--- src/rtl/pc_fetch_pkg.sv ---
// Shared types and helpers for the PC fetch sequencer.
// Trap support is built only when PC_FETCH_CTRL_TRAP_EN is defined.
package pc_fetch_pkg;

  localparam int ADDR_W      = 32;
  localparam int INSTR_BYTES = 4;

  typedef logic [ADDR_W-1:0] addr_t;

  localparam addr_t RESET_VECTOR_DEF = 32'h0000_0000;
  localparam addr_t TRAP_VECTOR_DEF  = 32'h0000_0100;

  typedef enum logic [2:0] {
    S_IDLE,
    S_BOOT,
    S_FETCH,
    S_HOLD,
    S_HALTED
  } state_t;

  function automatic addr_t align(input addr_t a);
    return {a[ADDR_W-1:2], 2'b00};
  endfunction

  // Sequential successor; the add wraps modulo 2^32.
  function automatic addr_t seq_next(input addr_t pc);
    return align(pc + addr_t'(INSTR_BYTES));
  endfunction

endpackage

--- src/rtl/pc_fetch_ctrl_if.sv ---
// Bundle between the fetch sequencer, PC register, instruction memory and control.
// The trap line exists only when PC_FETCH_CTRL_TRAP_EN is defined.
interface pc_fetch_ctrl_if;
  import pc_fetch_pkg::*;

  addr_t PCout;
  addr_t PCin;
  addr_t br_target;
  logic  wEn;
  logic  imem_req;
  logic  imem_ack;
  logic  instr_valid;
  logic  stall;
  logic  br_taken;
  logic  halt;
  logic  resume;
  logic  halted;
`ifdef PC_FETCH_CTRL_TRAP_EN
  logic  trap;
`endif

  modport master (
    input  PCout, imem_ack, stall, br_taken, br_target, halt, resume,
`ifdef PC_FETCH_CTRL_TRAP_EN
    input  trap,
`endif
    output wEn, PCin, imem_req, instr_valid, halted
  );

  modport slave (
    output PCout, imem_ack, stall, br_taken, br_target, halt, resume,
`ifdef PC_FETCH_CTRL_TRAP_EN
    output trap,
`endif
    input  wEn, PCin, imem_req, instr_valid, halted
  );

endinterface

--- src/rtl/pc_next_sel.sv ---
// Next-PC priority mux: trap > branch > pending redirect > sequential.
module pc_next_sel
  import pc_fetch_pkg::*;
#(
  parameter addr_t TRAP_VECTOR = TRAP_VECTOR_DEF
) (
  input  addr_t pc,
  input  logic  trap,
  input  logic  br_taken,
  input  addr_t br_target,
  input  logic  pend_vld,
  input  addr_t pend_addr,
  output logic  redir_now,
  output addr_t redir_addr,
  output logic  redirect,
  output addr_t next_pc
);

  assign redir_now  = trap | br_taken;
  assign redir_addr = trap ? align(TRAP_VECTOR) : align(br_target);
  assign redirect   = redir_now | pend_vld;
  assign next_pc    = redir_now ? redir_addr :
                      pend_vld  ? pend_addr  : seq_next(pc);

endmodule

--- src/rtl/pc_fetch_ctrl.sv ---
// Fetch sequencer: boots the PC, issues fetches, applies stalls, halts and redirects.
// Define PC_FETCH_CTRL_TRAP_EN to add the trap redirect input.
module pc_fetch_ctrl
  import pc_fetch_pkg::*;
#(
  parameter addr_t RESET_VECTOR = RESET_VECTOR_DEF,
  parameter addr_t TRAP_VECTOR  = TRAP_VECTOR_DEF
) (
  input  logic           clock,
  input  logic           reset,
  pc_fetch_ctrl_if.master bus
);

  state_t state, state_d;
  logic   pend_vld, pend_vld_d;
  addr_t  pend_addr, pend_addr_d;
  logic   squash, squash_d;

  logic   trap_in;
  logic   redir_now, redirect;
  addr_t  redir_addr, next_pc;

`ifdef PC_FETCH_CTRL_TRAP_EN
  assign trap_in = bus.trap;
`else
  assign trap_in = 1'b0;
`endif

  pc_next_sel #(.TRAP_VECTOR(TRAP_VECTOR)) u_next_sel (
    .pc         (bus.PCout),
    .trap       (trap_in),
    .br_taken   (bus.br_taken),
    .br_target  (bus.br_target),
    .pend_vld   (pend_vld),
    .pend_addr  (pend_addr),
    .redir_now  (redir_now),
    .redir_addr (redir_addr),
    .redirect   (redirect),
    .next_pc    (next_pc)
  );

  // NOTE: state registers use non-blocking assignments so every flop samples pre-edge values.
  always_ff @(posedge clock or posedge reset) begin
    if (reset) begin
      state     <= S_IDLE;
      pend_vld  <= 1'b0;
      pend_addr <= '0;
      squash    <= 1'b0;
    end else begin
      state     <= state_d;
      pend_vld  <= pend_vld_d;
      pend_addr <= pend_addr_d;
      squash    <= squash_d;
    end
  end

  // NOTE: every output and next-state term gets a default first, so no path infers a latch.
  always_comb begin
    state_d         = state;
    pend_vld_d      = pend_vld;
    pend_addr_d     = pend_addr;
    squash_d        = squash;
    bus.wEn         = 1'b0;
    bus.PCin        = align(RESET_VECTOR);
    bus.imem_req    = 1'b0;
    bus.instr_valid = 1'b0;
    bus.halted      = 1'b0;

    unique case (state)
      S_IDLE: state_d = S_BOOT;

      S_BOOT: begin
        bus.wEn = 1'b1;
        state_d = S_FETCH;
      end

      S_FETCH: begin
        bus.imem_req = 1'b1;
        // Hold the current address while the request is outstanding.
        bus.PCin     = align(bus.PCout);
        if (bus.imem_ack) begin
          bus.instr_valid = !squash;
          pend_vld_d      = 1'b0;
          squash_d        = 1'b0;
          if (redirect) begin
            bus.wEn  = 1'b1;
            bus.PCin = next_pc;
          end else if (bus.stall) begin
            state_d = S_HOLD;
          end else if (bus.halt) begin
            bus.wEn  = 1'b1;
            bus.PCin = next_pc;
            state_d  = S_HALTED;
          end else begin
            bus.wEn  = 1'b1;
            bus.PCin = next_pc;
          end
        end else if (redir_now) begin
          // The in-flight fetch is now stale; redirect once it returns.
          pend_addr_d = redir_addr;
          pend_vld_d  = 1'b1;
          squash_d    = 1'b1;
        end
      end

      S_HOLD: begin
        bus.PCin = next_pc;
        if (redir_now || !bus.stall) begin
          bus.wEn = 1'b1;
          state_d = S_FETCH;
        end
      end

      S_HALTED: begin
        bus.halted = 1'b1;
        bus.PCin   = next_pc;
        if (bus.resume) begin
          state_d = S_FETCH;
        end else if (redir_now) begin
          bus.wEn = 1'b1;
        end
      end

      default: state_d = S_IDLE;
    endcase
  end

endmodule

--- src/flat_wrapper.sv ---
// flat-port wrapper written by rule: the top's interface ports become plain ports
module pc_fetch_ctrl_flat import pc_fetch_pkg::*;
#(
  parameter addr_t RESET_VECTOR = RESET_VECTOR_DEF,
  parameter addr_t TRAP_VECTOR  = TRAP_VECTOR_DEF
)
  (clock, reset, bus_PCout, bus_imem_ack, bus_stall, bus_br_taken, bus_br_target, bus_halt, bus_resume, bus_wEn, bus_PCin, bus_imem_req, bus_instr_valid, bus_halted);
  pc_fetch_ctrl_if bus_i ();
  input  logic clock;
  input  logic reset;
  input wire logic [$bits(bus_i.PCout)-1:0] bus_PCout;
  input wire logic [$bits(bus_i.imem_ack)-1:0] bus_imem_ack;
  input wire logic [$bits(bus_i.stall)-1:0] bus_stall;
  input wire logic [$bits(bus_i.br_taken)-1:0] bus_br_taken;
  input wire logic [$bits(bus_i.br_target)-1:0] bus_br_target;
  input wire logic [$bits(bus_i.halt)-1:0] bus_halt;
  input wire logic [$bits(bus_i.resume)-1:0] bus_resume;
  output wire logic [$bits(bus_i.wEn)-1:0] bus_wEn;
  output wire logic [$bits(bus_i.PCin)-1:0] bus_PCin;
  output wire logic [$bits(bus_i.imem_req)-1:0] bus_imem_req;
  output wire logic [$bits(bus_i.instr_valid)-1:0] bus_instr_valid;
  output wire logic [$bits(bus_i.halted)-1:0] bus_halted;
  assign bus_i.PCout = bus_PCout;
  assign bus_i.imem_ack = bus_imem_ack;
  assign bus_i.stall = bus_stall;
  assign bus_i.br_taken = bus_br_taken;
  assign bus_i.br_target = bus_br_target;
  assign bus_i.halt = bus_halt;
  assign bus_i.resume = bus_resume;
  assign bus_wEn = bus_i.wEn;
  assign bus_PCin = bus_i.PCin;
  assign bus_imem_req = bus_i.imem_req;
  assign bus_instr_valid = bus_i.instr_valid;
  assign bus_halted = bus_i.halted;
  pc_fetch_ctrl #(.RESET_VECTOR(RESET_VECTOR), .TRAP_VECTOR(TRAP_VECTOR)) u_core (.clock(clock), .reset(reset), .bus(bus_i));
endmodule
--- config.mk ---
export PLATFORM = sky130hd
export DESIGN_NAME = pc_fetch_ctrl_flat
export DESIGN_NICKNAME = d
export VERILOG_FILES = /design/src/rtl/pc_fetch_pkg.sv /design/src/rtl/pc_fetch_ctrl_if.sv /design/src/rtl/pc_next_sel.sv /design/src/rtl/pc_fetch_ctrl.sv /design/src/flat_wrapper.sv
export SDC_FILE = /design/constraint.sdc
export NUM_CORES = 1
export LEC_CHECK = 0
export CORE_ASPECT_RATIO = 1.5
export CORE_UTILIZATION = 60
export CTS_BUF_LIST = sky130_fd_sc_hd__clkbuf_4 sky130_fd_sc_hd__clkbuf_8
export CTS_CLUSTER_SIZE = 12
export DETAILED_ROUTE_END_ITERATION = 8
export DONT_BUFFER_PORTS = 1
export GPL_TIMING_DRIVEN = 0
export PLACE_DENSITY = 0.76
export SYNTH_ARGS = -nofsm -noshare
export SYNTH_HDL_FRONTEND = slang
export SYNTH_SLANG_ARGS = --single-unit
--- constraint.sdc ---
create_clock -name clock -period 3.6 [get_ports clock]
set_input_delay 0.72 -clock clock [delete_from_list [all_inputs] [get_ports clock]]
set_output_delay 0.72 -clock clock [all_outputs]
set_load 0.01 [all_outputs]
==> metrics.txt, run 1 <==
outcome finished clean; busiest layer in global routing met2; via density per instance 7.063; startpoint type of the worst setup path input port; R2R depth 5; startpoint of the most critical setup path bus_br_taken; area delta synth->final 5.777%; number of core rows 31; global router's overall resource usage 36.70%; reg-to-reg setup timing slack approximately 1300 ps; final weighted congestion in routability-driven placement 0.8895; number of buffers added on ports 0; clock skew 4.025 ps; count of antenna-violating nets left after detailed routing 0; average routed wire per standard cell about 21 um; clock-pin slew on the worst setup and hold paths about 70 ps; Setup CP Type in2out; transition time at the pin with the least slew margin around 960 ps; core footprint 4926 um2; number of hold-repair buffers added at the cts stage 0; setup fix buffers added after clock tree synthesis 0; worst voltage drop across the vdd grid 0.3670 mV; area of the die 5533 um2; sum of net half-perimeters after detailed placement 7.311 mm; fraction of final layout cells sized beyond drive strength 1 15.78%; die outline height about 90 um; Hold Path Class in2async; endpoint of the worst-slack reg-to-reg timing path u_core.pend_addr[23]$_DFFE_PP0P_; placed instance area approximately 3200 um2; starting utilization of the core area 63.75%; Post-Syn Area per Cell 8.178 um2; Total Neg Setup Slack 0 ps; leading cell type in the layout, fill and taps excluded sky130_fd_sc_hd__nand2_1; P per Cell Area around 760 nW/um2; Worst-Skew Late Latency 290 ps; post-synthesis async set-or-reset flop share 100.0%; IO Pins 107; Synth Warn # 0; global routing met1 resource utilization 44.00%; post-synth cell types 70; Arr. time, crit path roughly 2500 ps; setup slack after placement 380.0 ps; remaining global-route overflow 0; number of inserted diodes 0; most used flip-flop cell after synthesis sky130_fd_sc_hd__dfrtp_1; final design area excluding fillers 3322 um2; post-cts repair resize count 0; count of clock tree sinks 34; maximum fanout along the worst path 10; Post-Syn Area around 3100 um2; Final Hold Vio Count 0; reg2reg start u_core.state[2]$_DFFE_PP0P_; highest clock frequency the design can meet approximately 310 MHz; crit end category output port; maxcap violations 0; fraction of the cycle the final worst path needs 90.52%; maximum level of the CTS H-tree 2; final worst-path setup slack 341.3 ps; TritonCTS clock tree done; unrepaired setup endpoints after global routing no; Total Power around 0.0025 W; cell count after synthesis around 380; total number of nets in the final design approximately 460; vias in the first global route 3130; total vias in the final route about 3200; CP endpoint bus_PCin[21]; worst slew margin relative to its limit 35.20%; met2 track demand over resource 59.87%; DRC violation count after routing 0; post-synthesis sequential area ratio 27.09%; non-filler instance count after layout ~460; required time reported for the critical path endpoint 2880 ps; total of flip-flops plus latches after synthesis 34; setup-violating endpoint count in the final report 0; number of antenna violations at the first check in global routing 0; commonest cells after routing, fill and taps aside 37 x sky130_fd_sc_hd__nand2_1, 34 x sky130_fd_sc_hd__dfrtp_1, 28 x sky130_fd_sc_hd__mux2_2; DRT Pass-1 Iters 5; EDFF count, synth 0; cts bufs inserted 5; crit path time final 3259 ps; Routed WL approximately 10 mm; static power due to leakage 1.351 nW; Global Route met3 Usage 7.307%; maximum buffer depth of the clock tree 2; buffer type at the clock tree root sky130_fd_sc_hd__clkbuf_8; count of routing violations after the opening detailed-route iteration 248; first-pass GRT wire length 15.09 mm; placed instance count 451; largest net degree at the start of global routing 35; final max-slew violation count 0; Die Span X 61.07 um
==> cells by family after synthesis <==
| group | count (synthesis) | share of synthesized area, % |
|---|---|---|
| adders and majority gates | 1 | 0.3983 |
| muxes | 34 | 11.99 |
| AOI/OAI and AO/OA | 134 | 30.32 |
| other | 1 | 0.1194 |
| xor gates and xnor gates | 6 | 1.674 |
| buffers and inverters | 49 | 6.693 |
| DFF | 34 | 27.09 |
| and+or+nand+nor | 125 | 21.71 |
==> through the flow <==
stage	util, %	hold WS [ps]
after floorplan	-	449.4
after global placement	65.51	462.9
after detailed placement	65.51	475.7
after CTS	67.44	491.4
after global routing	67.44	507.6
final	67.44	439.7
==> Yosys cell counts (8+ instances only) <==
master                     instances  area share [%]
sky130_fd_sc_hd__nand3_1           9             1.4
sky130_fd_sc_hd__nor2_1           22             2.6
sky130_fd_sc_hd__nand4_1           9             1.8
sky130_fd_sc_hd__o21ai_0          26             4.1
sky130_fd_sc_hd__nand2_1          37             4.4
sky130_fd_sc_hd__clkbuf_1         16             1.9
sky130_fd_sc_hd__buf_2             9             1.4
sky130_fd_sc_hd__a31o_1            9             2.5
sky130_fd_sc_hd__nor2b_1           8             1.6
sky130_fd_sc_hd__dfrtp_1          34              27
sky130_fd_sc_hd__mux2_2           28              10
sky130_fd_sc_hd__inv_1            18             2.2
sky130_fd_sc_hd__a21oi_1          24             3.8
==> registers in the layout (all words and copies together) (netlist names) <==
| name | flops |
|---|---|
| u_core.pend_addr | 30 |
| u_core.state | 3 |
| u_core.squash | 1 |
==> worst min-delay path by stage <==
| stage | start | to | slack (ps) | depth (start not counted) |
|---|---|---|---|---|
| final | reset | u_core.pend_addr[31]$_DFFE_PP0P_ | 440 | 1 |
| after global placement | u_core.pend_addr[6]$_DFFE_PP0P_ | u_core.pend_addr[6]$_DFFE_PP0P_ | 460 | 1 |
| after global routing | bus_imem_ack | u_core.squash$_DFFE_PP0P_ | 510 | 1 |
| after CTS | u_core.pend_addr[6]$_DFFE_PP0P_ | u_core.pend_addr[6]$_DFFE_PP0P_ | 490 | 1 |
| after floorplan | u_core.pend_addr[6]$_DFFE_PP0P_ | u_core.pend_addr[6]$_DFFE_PP0P_ | 450 | 1 |
| after detailed placement | u_core.pend_addr[6]$_DFFE_PP0P_ | u_core.pend_addr[6]$_DFFE_PP0P_ | 480 | 1 |
==> per-layer routing <==
metal / vias up / share of wire, %
met5: - / 0
met4: 0 / 3.9
met3: 35 / 9.6
met2: 188 / 51
met1: 1558 / 36
li1: 1461 / -
==> area by class of cell <==
class / count / area (um2)
fill: 443 / 1604
clock buffer: 7 / 90.09
buffer: 31 / 142.6
sequential: 34 / 850.8
tap: 66 / 82.58
clock inverter: 1 / 5.005
multi-input combinational: 302 / 2083
inverter: 18 / 67.56
==> critical path, cell delays in order <==
cell and delay, ps:
sky130_fd_sc_hd__nand2b_1 210, sky130_fd_sc_hd__o21a_1 280, sky130_fd_sc_hd__nor3_1 370, sky130_fd_sc_hd__clkbuf_1 530, sky130_fd_sc_hd__a31oi_1 100, sky130_fd_sc_hd__o22ai_1 340
==> report_power, final <==
part           total [W]  switching (W)  internal (W)
Sequential      0.000686       0.000112      0.000574
Combinational    0.00152       0.000901      0.000616
Clock           0.000306       0.000145      0.000162
(Power assumes the default switching activity.)
==> run 2, diff against run 1 <==
--- a/config.mk
+++ b/config.mk
@@ -12,6 +12,7 @@
 export DETAILED_ROUTE_END_ITERATION = 8
 export DONT_BUFFER_PORTS = 1
 export GPL_TIMING_DRIVEN = 0
+export MAX_ROUTING_LAYER = met4
 export PLACE_DENSITY = 0.76
 export SYNTH_ARGS = -nofsm -noshare
 export SYNTH_HDL_FRONTEND = slang
==> metrics.txt, run 2 (synthesis gave the netlist of run 1 again) <==
outcome finished clean (unchanged); via density per instance 7.015 (was 7.063); Arr. time, crit path 2560 ps (was 2540 ps); remaining global-route overflow 0 (unchanged); Setup CP Type in2out (unchanged); Worst-Skew Late Latency 300 ps (was 290 ps); count of routing violations after the opening detailed-route iteration 308 (was 248); maxcap violations 0 (unchanged); endpoint of the worst-slack reg-to-reg timing path u_core.pend_addr[25]$_DFFE_PP0P_ (was u_core.pend_addr[23]$_DFFE_PP0P_); multi-input gate area in the final layout 2083 um2 (unchanged); maximum buffer depth of the clock tree 2 (unchanged); critical-path cell with the highest stage delay sky130_fd_sc_hd__clkbuf_1 (unchanged); register name with the most flops u_core.pend_addr (unchanged); area delta synth->final 5.777% (unchanged); startpoint type of the worst setup path input port (unchanged); post-cts repair resize count 0 (unchanged); sequential standard cell area 850.8 um2 (unchanged); fraction of final layout cells sized beyond drive strength 1 15.78% (unchanged); Worst Path Buf+Inv 1 (unchanged); crit end category output port (unchanged); Routed WL 9.770 mm (was 9.800 mm); average routed wire per standard cell 21.29 um (was 21.35 um); final max-slew violation count 0 (unchanged); first-pass GRT wire length 15.06 mm (was 15.09 mm); buffer type at the clock tree root sky130_fd_sc_hd__clkbuf_8 (unchanged); startpoint of the most critical setup path bus_br_taken (unchanged); Final Hold Vio Count 0 (unchanged); maximum fanout along the worst path 10 (unchanged); static power due to leakage 1.351 nW (unchanged); number of inserted diodes 0 (unchanged); P per Cell Area 755.3 nW/um2 (was 755.2 nW/um2); die outline height 90.61 um (unchanged); required time reported for the critical path endpoint 2880 ps (about the same); total vias in the final route 3220 (was 3242); R2R depth 5 (unchanged); vias in the first global route 3118 (was 3130); reg2reg start u_core.state[2]$_DFFE_PP0P_ (unchanged); flip-flop count of the largest register, all copies and words added 30 (unchanged); area of the die 5533 um2 (unchanged); commonest cells after routing, fill and taps aside 37 x sky130_fd_sc_hd__nand2_1, 34 x sky130_fd_sc_hd__dfrtp_1, 28 x sky130_fd_sc_hd__mux2_2 (unchanged); family with the most delay on the worst path compound AO/OA/AOI/OAI gates (unchanged); count of antenna-violating nets left after detailed routing 0 (unchanged); DRC violation count after routing 0 (unchanged); cts bufs inserted 5 (unchanged); maximum level of the CTS H-tree 2 (unchanged); clock-pin slew on the worst setup and hold paths 70 ps (about the same); clock skew 5.913 ps (was 4.025 ps); largest net degree at the start of global routing 35 (unchanged); worst voltage drop across the vdd grid 0.3672 mV (was 0.3670 mV); total number of nets in the final design 464 (unchanged); number of core rows 31 (unchanged); DRT Pass-1 Iters 5 (unchanged); critical path cell sequence nand2b_1 -> o21a_1 -> nor3_1 -> clkbuf_1 -> a31oi_1 -> o22ai_1 (unchanged); number of hold-repair buffers added at the cts stage 0 (unchanged); starting utilization of the core area 63.75% (unchanged); final weighted congestion in routability-driven placement 0.9045 (was 0.8895); leading cell type in the layout, fill and taps excluded sky130_fd_sc_hd__nand2_1 (unchanged); FILL cells 443 (unchanged); fraction of the cycle the final worst path needs 91.23% (was 90.52%); crit path time final 3284 ps (was 3259 ps); global router's overall resource usage 37.68% (was 36.70%); transition time at the pin with the least slew margin 973.9 ps (was 961.8 ps); TritonCTS clock tree done (unchanged); setup fix buffers added after clock tree synthesis 0 (unchanged); highest clock frequency the design can meet 304.5 MHz (was 306.9 MHz); sum of net half-perimeters after detailed placement 7.311 mm (unchanged); IO Pins 107 (unchanged); worst slew margin relative to its limit 34.39% (was 35.20%); Total Neg Setup Slack 0 ps (unchanged); reg-to-reg setup timing slack 1240 ps (was 1260 ps); setup-violating endpoint count in the final report 0 (unchanged); Hold Path Class in2async (unchanged); core footprint 4926 um2 (unchanged); delay of the slowest cell on the worst path 530 ps (about the same); number of antenna violations at the first check in global routing 0 (unchanged); count of clock tree sinks 34 (unchanged); Die Span X 61.07 um (unchanged); unrepaired setup endpoints after global routing no (unchanged); leading registers by flop count u_core.pend_addr (30), u_core.state (3), u_core.squash (1) (unchanged); worst hold slack after final layout 435.0 ps (was 439.7 ps); number of buffers added on ports 0 (unchanged)
[run 2: cell counts in the layout (fill, tap and decap cells not counted)]
No cell type changed its count.
[run 2: worst max path at each step]
stage	endpoint	slack, ps	depth (start not counted)
6_report	bus_PCin[21]	320	6
5_1_grt	bus_PCin[4]	90	7
4_1_cts	bus_PCin[4]	380	7
3_5_place_dp	bus_PCin[21]	380	6
3_3_place_gp	bus_PCin[4]	350	7
2_1_floorplan	bus_PCin[28]	730	6
[run 2: area by class of cell]
cell class	instances	area share, %
plain buffers	31	4.294
clock buffers	7	2.712
clock inverters	1	0.1507
inverters	18	2.034
multi-input cells	302	62.71
flip-flops and latches	34	25.61
well taps	66	2.486
[run 2: power breakdown]
group / internal [W] / switching, W / total (W)
clock network: 0.000162 / 0.000146 / 0.000308
registers: 0.000574 / 0.000111 / 0.000685
logic: 0.000616 / 0.000900 / 0.00152
[run 2: layer usage]
metal	vias up	GRT usage [%]	wire length (um)
met4	0	17.61	369
met1	1543	45.10	3533
met5	-	-	0
li1	1464	-	-
met2	179	60.33	4983
met3	34	5.444	884
[run 2: through the flow]
stage               instances  utilization (%)  total power [W]  worst slack (ps)  area [um2]
floorplan                 385                -         0.001858             726.2        3144
global placement          451            65.51         0.002135             345.3        3227
detailed placement        451            65.51         0.002180             380.0        3227
CTS                       459            67.44         0.002485             378.6        3322
global route              459            67.44         0.002674             85.63        3322
finish                    459            67.44         0.002509             315.8        3322
